### src/rtl/vliw_fetch_stage.sv
// Instruction fetch stage and IF/ID pipeline register for the dual-slot VLIW core.
// Issues one 48-bit bundle fetch per cycle, buffers one bundle in a skid register
// while ID stalls, and redirects on base-slot jumps or compressed-slot branches.
//
// state | meaning
// BOOT  | first cycle out of reset, no request issued
// REQ   | request asserted at pc, waiting for imem_valid
// HOLD  | skid holds a bundle, waiting for stall to drop
module vliw_fetch_stage #(
  parameter int          PC_W     = 32,
  parameter logic [PC_W-1:0] RESET_PC = '0,
  parameter int          PC_STEP  = 6
) (
  input  logic            clk,
  input  logic            rst,
  output logic [PC_W-1:0] imem_addr,
  output logic            imem_req,
  input  logic [47:0]     imem_rdata,
  input  logic            imem_valid,
  input  logic            stall,
  input  logic            flush_a,
  input  logic [PC_W-1:0] target_a,
  input  logic            flush_c,
  input  logic [PC_W-1:0] target_c,
  output logic            id_valid,
  output logic [PC_W-1:0] id_pc,
  output logic [31:0]     id_instr32,
  output logic [15:0]     id_instrc,
  output logic [6:0]      id_opcode,
  output logic [2:0]      id_funct3,
  output logic [1:0]      id_opcode_c,
  output logic [2:0]      id_funct3_c
);

  localparam logic [31:0] NOP32 = 32'h0000_0013;
  localparam logic [15:0] NOP16 = 16'h0001;

  typedef enum logic [1:0] {BOOT, REQ, HOLD} state_t;

  state_t          state, state_n;
  logic [PC_W-1:0] pc, pc_n;
  logic [47:0]     skid, skid_n;
  logic [PC_W-1:0] skid_pc, skid_pc_n;
  logic            id_valid_n;
  logic [PC_W-1:0] id_pc_n;
  logic [31:0]     id_instr32_n;
  logic [15:0]     id_instrc_n;

  // The request is a pure function of state so it stays stable until the response.
  assign imem_req  = (state == REQ);
  assign imem_addr = pc;

  // Decoder fields are direct slices of the IF/ID register.
  assign id_opcode   = id_instr32[6:0];
  assign id_funct3   = id_instr32[14:12];
  assign id_opcode_c = id_instrc[1:0];
  assign id_funct3_c = id_instrc[15:13];

  // State, PC, skid and IF/ID registers.
  always_ff @(posedge clk or posedge rst) begin
    if (rst) begin
      state      <= BOOT;
      pc         <= RESET_PC;
      skid       <= '0;
      skid_pc    <= '0;
      id_valid   <= 1'b0;
      id_pc      <= '0;
      id_instr32 <= NOP32;
      id_instrc  <= NOP16;
    end else begin
      state      <= state_n;
      pc         <= pc_n;
      skid       <= skid_n;
      skid_pc    <= skid_pc_n;
      id_valid   <= id_valid_n;
      id_pc      <= id_pc_n;
      id_instr32 <= id_instr32_n;
      id_instrc  <= id_instrc_n;
    end
  end

  // Next-state, PC and IF/ID load selection; a flush overrides everything else.
  always_comb begin
    state_n      = state;
    pc_n         = pc;
    skid_n       = skid;
    skid_pc_n    = skid_pc;
    id_valid_n   = id_valid;
    id_pc_n      = id_pc;
    id_instr32_n = id_instr32;
    id_instrc_n  = id_instrc;

    if (flush_a || flush_c) begin
      pc_n         = flush_a ? target_a : target_c;
      state_n      = REQ;
      id_valid_n   = 1'b0;
      id_pc_n      = '0;
      id_instr32_n = NOP32;
      id_instrc_n  = NOP16;
    end else begin
      case (state)
        BOOT: begin
          state_n = REQ;
          if (!stall) begin
            id_valid_n   = 1'b0;
            id_pc_n      = '0;
            id_instr32_n = NOP32;
            id_instrc_n  = NOP16;
          end
        end
        REQ: begin
          if (imem_valid) begin
            pc_n = pc + PC_W'(PC_STEP);
            if (!stall) begin
              id_valid_n   = 1'b1;
              id_pc_n      = pc;
              id_instr32_n = imem_rdata[31:0];
              id_instrc_n  = imem_rdata[47:32];
            end else begin
              skid_n    = imem_rdata;
              skid_pc_n = pc;
              state_n   = HOLD;
            end
          end else if (!stall) begin
            // Bundle consumed by ID and nothing new arrived.
            id_valid_n   = 1'b0;
            id_pc_n      = '0;
            id_instr32_n = NOP32;
            id_instrc_n  = NOP16;
          end
        end
        HOLD: begin
          if (!stall) begin
            id_valid_n   = 1'b1;
            id_pc_n      = skid_pc;
            id_instr32_n = skid[31:0];
            id_instrc_n  = skid[47:32];
            state_n      = REQ;
          end
        end
        default: state_n = BOOT;
      endcase
    end
  end

endmodule

### config.mk
export PLATFORM = sky130hd
export DESIGN_NAME = vliw_fetch_stage
export DESIGN_NICKNAME = d
export VERILOG_FILES = /design/src/rtl/vliw_fetch_stage.sv
export SDC_FILE = /design/constraint.sdc
export NUM_CORES = 1
export LEC_CHECK = 0
export ABC_AREA = 1
export BUFFER_PORTS_ARGS = -buffer_cell sky130_fd_sc_hd__buf_2
export CAP_MARGIN = 20
export CORE_ASPECT_RATIO = 1.4
export CORE_MARGIN = 2
export CORE_UTILIZATION = 60
export CTS_BUF_LIST = sky130_fd_sc_hd__clkbuf_4 sky130_fd_sc_hd__clkbuf_8
export DETAILED_ROUTE_END_ITERATION = 10
export PLACE_DENSITY = 0.88
export SYNTH_ARGS = -nofsm -noshare
export SYNTH_HDL_FRONTEND = slang
export SYNTH_SLANG_ARGS = --single-unit
### constraint.sdc
create_clock -name clk -period 15.85 [get_ports clk]
set_input_delay 0.7925 -clock clk [delete_from_list [all_inputs] [get_ports clk]]
set_output_delay 0.7925 -clock clk [all_outputs]
set_load 0.02 [all_outputs]
==> flow_summary_export.csv <==
group,metric,value,unit
logic_synthesis,syn_nets,1487,
clocking,cts_buffers,17,
min_path,hp-class,"input pin to asynchronous set/reset pin",
logic_synthesis,synth_compound_area_share,12.7,%
logic_synthesis,synthMuxAreaShare,0,%
grt,grt_pass1_vias,8588,
grt,grt.overflow.total,0,
sta,fin_crit,2.99,ns
logic_synthesis,synthFlopType,"dfrtp_1",
logic_synthesis,synth_area,0.0101,mm²
clocking,post_cts_buffers,0,
grt,grt_util_all_layers,29.5,%
route,drtIter0Drc,858,
route,drtPass1Iterations,5,
clocking,clock_sinks,195,
grt,antenna_found_initial,0,
sta,fin_tns_setup,0,ns
clocking,ctsHoldBuffers,0,
logic_synthesis,synth_edf_count,0,
run_status,status,"complete, no violations",
setup_path,critPathMaxFanout,47,
setup_path,cp-start-kind,"input pin",
route,via_per_inst,5.41,
placed_design,port_buffers,246,
cells_and_area,drive_gt1_share,19.4,%
pwr,power_leakage,6.31,nW
logic_synthesis,syn_inst,1364,
logic_synthesis,async_flop_share,100,%
logic_synthesis,ys_types,33,
floorplan,coreArea,0.0166,mm²
clocking,clockRootBuffer,"clkbuf_8",
clocking,clk_latency,0.50,ns
sta,hold_violations,0,
clocking,cts_tree,"done",
floorplan,num_rows,56,
setup_path,crit_type,"input pin to register",
logic_synthesis,synth_top_family_by_area,"simple AND/OR/NAND/NOR gates",
route,drcViolationCount,0,
cells_and_area,area_delta_synth_final,15.2,%
route,vias,9532,
cells_and_area,nets,1670,
sta,worst_pin_slew,1.05,ns
sta,setup_violations,0,
route,wl_per_cell,15.0,µm
setup_path,endpoint_kind,"register",
logic_synthesis,ys_seq_area_share,48.6,%
sta,slew_headroom,29.7,%
pwr,p_per_area,106,mW/mm²
clocking,cts_resized,0,
setup_path,cp.required,16.27,ns
sta,grt_setup_unrepaired,"no",
logic_synthesis,yosys.area_share.simple,27.4,%
clocking,htree_levels,4,
floorplan,num_io_pins,247,
sta,drv_slew,0,
setup_path,r2r-end,"id_instrc[8]",
floorplan,initial_core_util,60.6,%
logic_synthesis,synth_fa_ha_area_share,0.622,%
logic_synthesis,synth_seq_cells,195,
cells_and_area,antennaDiodeCount,0,
grt,grt_pass1_wl,42100,µm
pwr,p_total,1.22,mW
setup_path,critPathCapture,"id_instrc[8]",
setup_path,cp-startpoint,"flush_a",
floorplan,fp.dieW,113,µm
grt,grt_max_degree,138,
setup_path,rrSetupSlack,13.09,ns
setup_path,arrival,3.40,ns
route,routed_wirelength,26400,µm
setup_path,ff2ff_path_depth,8,
sta,min_period_over_period,18.8,%
sta,fmax,335,MHz
logic_synthesis,synth_warnings,0,
cells_and_area,final.fill_count,1393,
clocking,path_clk_slew,0.11,ns
logic_synthesis,avgSynthCellArea,7.37,µm²
clocking,clk_path_buf_depth,2,
sta,finClkSkew,0.0269,ns
floorplan,fp.dieH,157,µm
route,ant_nets,0,
cells_and_area,fin_util,69.8,%
floorplan,dieArea,0.0178,mm²
setup_path,r2r_start,"state[0]",
placed_design,dp_hpwl,18300,µm
logic_synthesis,synth-xor-area-share,0.784,%
flow_run,drv_cap,0,
pwr,ir_worst_vdd,0.0000474,V
placed_design,gp_congestion,0.928,
==> layout by cell type (no fill, tap or decap) <==
| master | n |
|---|---|
| nand2_1 | 480 |
| buf_2 | 246 |
| o21ai_0 | 195 |
| dfrtp_1 | 191 |
| inv_1 | 125 |
| nand3_1 | 117 |
| nor2_1 | 75 |
| a21oi_1 | 26 |
| clkbuf_8 | 17 |
| o22ai_1 | 13 |
| xor2_1 | 9 |
| buf_4 | 9 |
| inv_8 | 7 |
| ha_1 | 5 |
| a31oi_1 | 4 |
| nor3_1 | 4 |
| o21bai_1 | 4 |
| dfstp_2 | 4 |
| inv_2 | 3 |
| nor2_4 | 3 |
| nand4_1 | 3 |
| inv_6 | 3 |
| clkinv_4 | 2 |
| clkinv_8 | 2 |
| and3_2 | 1 |
| o21ai_1 | 1 |
| nand2_4 | 1 |
| o311ai_0 | 1 |
| a22oi_1 | 1 |
| nor2_2 | 1 |
| o221ai_1 | 1 |
| o31ai_1 | 1 |
| nand3b_1 | 1 |
| clkinvlp_4 | 1 |
| bufinv_16 | 1 |
| buf_16 | 1 |
| buf_12 | 1 |
==> worst max-delay path, cell delays in order <==
cell and delay, ns:
buf_2 0.10, buf_4 0.23, nor2_4 0.42, inv_1 0.08, buf_4 0.25, nor2_4 0.61, buf_4 0.58, nand3_1 0.18
nand2_1 0.12
==> cells by family (layout without fill, tap and decap cells) <==
group	count (synthesis)	in the layout
DFF	195	195
adders and majority gates	5	5
and+or+nand+nor	686	686
AOI/OAI and AO/OA	247	247
xor gates and xnor gates	9	9
buffers and inverters	222	418
==> power by group <==
part           internal, mW  total [mW]  switching, mW
Combinational        0.0854       0.263          0.178
Sequential            0.577       0.625         0.0478
Clock                 0.135       0.335          0.200
Total                 0.798        1.22          0.426
==> worst min path at each step <==
stage | slack (ns) | endpoint | cells past startpoint | start
floorplan | 0.45 | skid_pc[0] | 2 | skid_pc[0]
global placement | 0.45 | id_pc[14] | 2 | id_pc[14]
detailed placement | 0.45 | id_pc[1] | 2 | id_pc[1]
CTS | 0.48 | id_pc[1] | 2 | id_pc[1]
global route | 0.49 | id_pc[1] | 2 | id_pc[1]
finish | 0.48 | skid[44] | 2 | rst
==> cells in the mapped netlist, types with 2 or more instances <==
cell | instances | area (µm²)
nor2_2 | 2 | 12.5
o21bai_1 | 4 | 30.0
buf_4 | 17 | 128
o22ai_1 | 13 | 81.3
a21oi_1 | 26 | 130
o21ai_0 | 195 | 976
dfstp_2 | 4 | 105
nor3_1 | 4 | 20.0
ha_1 | 5 | 62.6
dfrtp_1 | 191 | 4780
nand3_1 | 117 | 586
nand4_1 | 3 | 18.8
nand2_1 | 480 | 1800
xor2_1 | 9 | 78.8
buf_2 | 25 | 125
nor2_1 | 76 | 285
clkbuf_1 | 42 | 158
inv_1 | 127 | 477
a31oi_1 | 4 | 25.0
buf_6 | 7 | 78.8
==> layer usage <==
layer | routed length [µm] | part of all wire, % | track usage, %
met2 | 13200 | 50 | 50.0
met4 | 877 | 3.3 | 12.3
met1 | 10900 | 41 | 38.2
met5 | 0 | 0 | 0
met3 | 1400 | 5.3 | 4.20
==> sequential cells by signal (all words and copies together) (netlist names) <==
name,flops
id_instr32,32
id_instrc,16
id_pc,32
id_valid,1
imem_addr,32
skid,48
skid_pc,32
state,2
==> cell type report <==
cell class	count	area, µm²	area share [%]
inverters	129	492	4.24
repair buffers	257	1350	11.6
clock inverters	15	181	1.57
multi-input cells	947	4200	36.2
flip-flops and latches	195	4880	42.2
well taps	203	254	2.19
clock buffers	17	234	2.02
==> metrics by stage <==
stage               area [µm²]  worst slack, ns  instances  hold slack, ns
global route             11600            12.65       1763           0.492
finish                   11600            12.86       1763           0.476
global placement         11100            12.49       1729           0.449
floorplan                10100             9.75       1364           0.453
detailed placement       11100            12.42       1729           0.453
CTS                      11500            12.93       1761           0.478
Power figures use the tool's default switching activity.
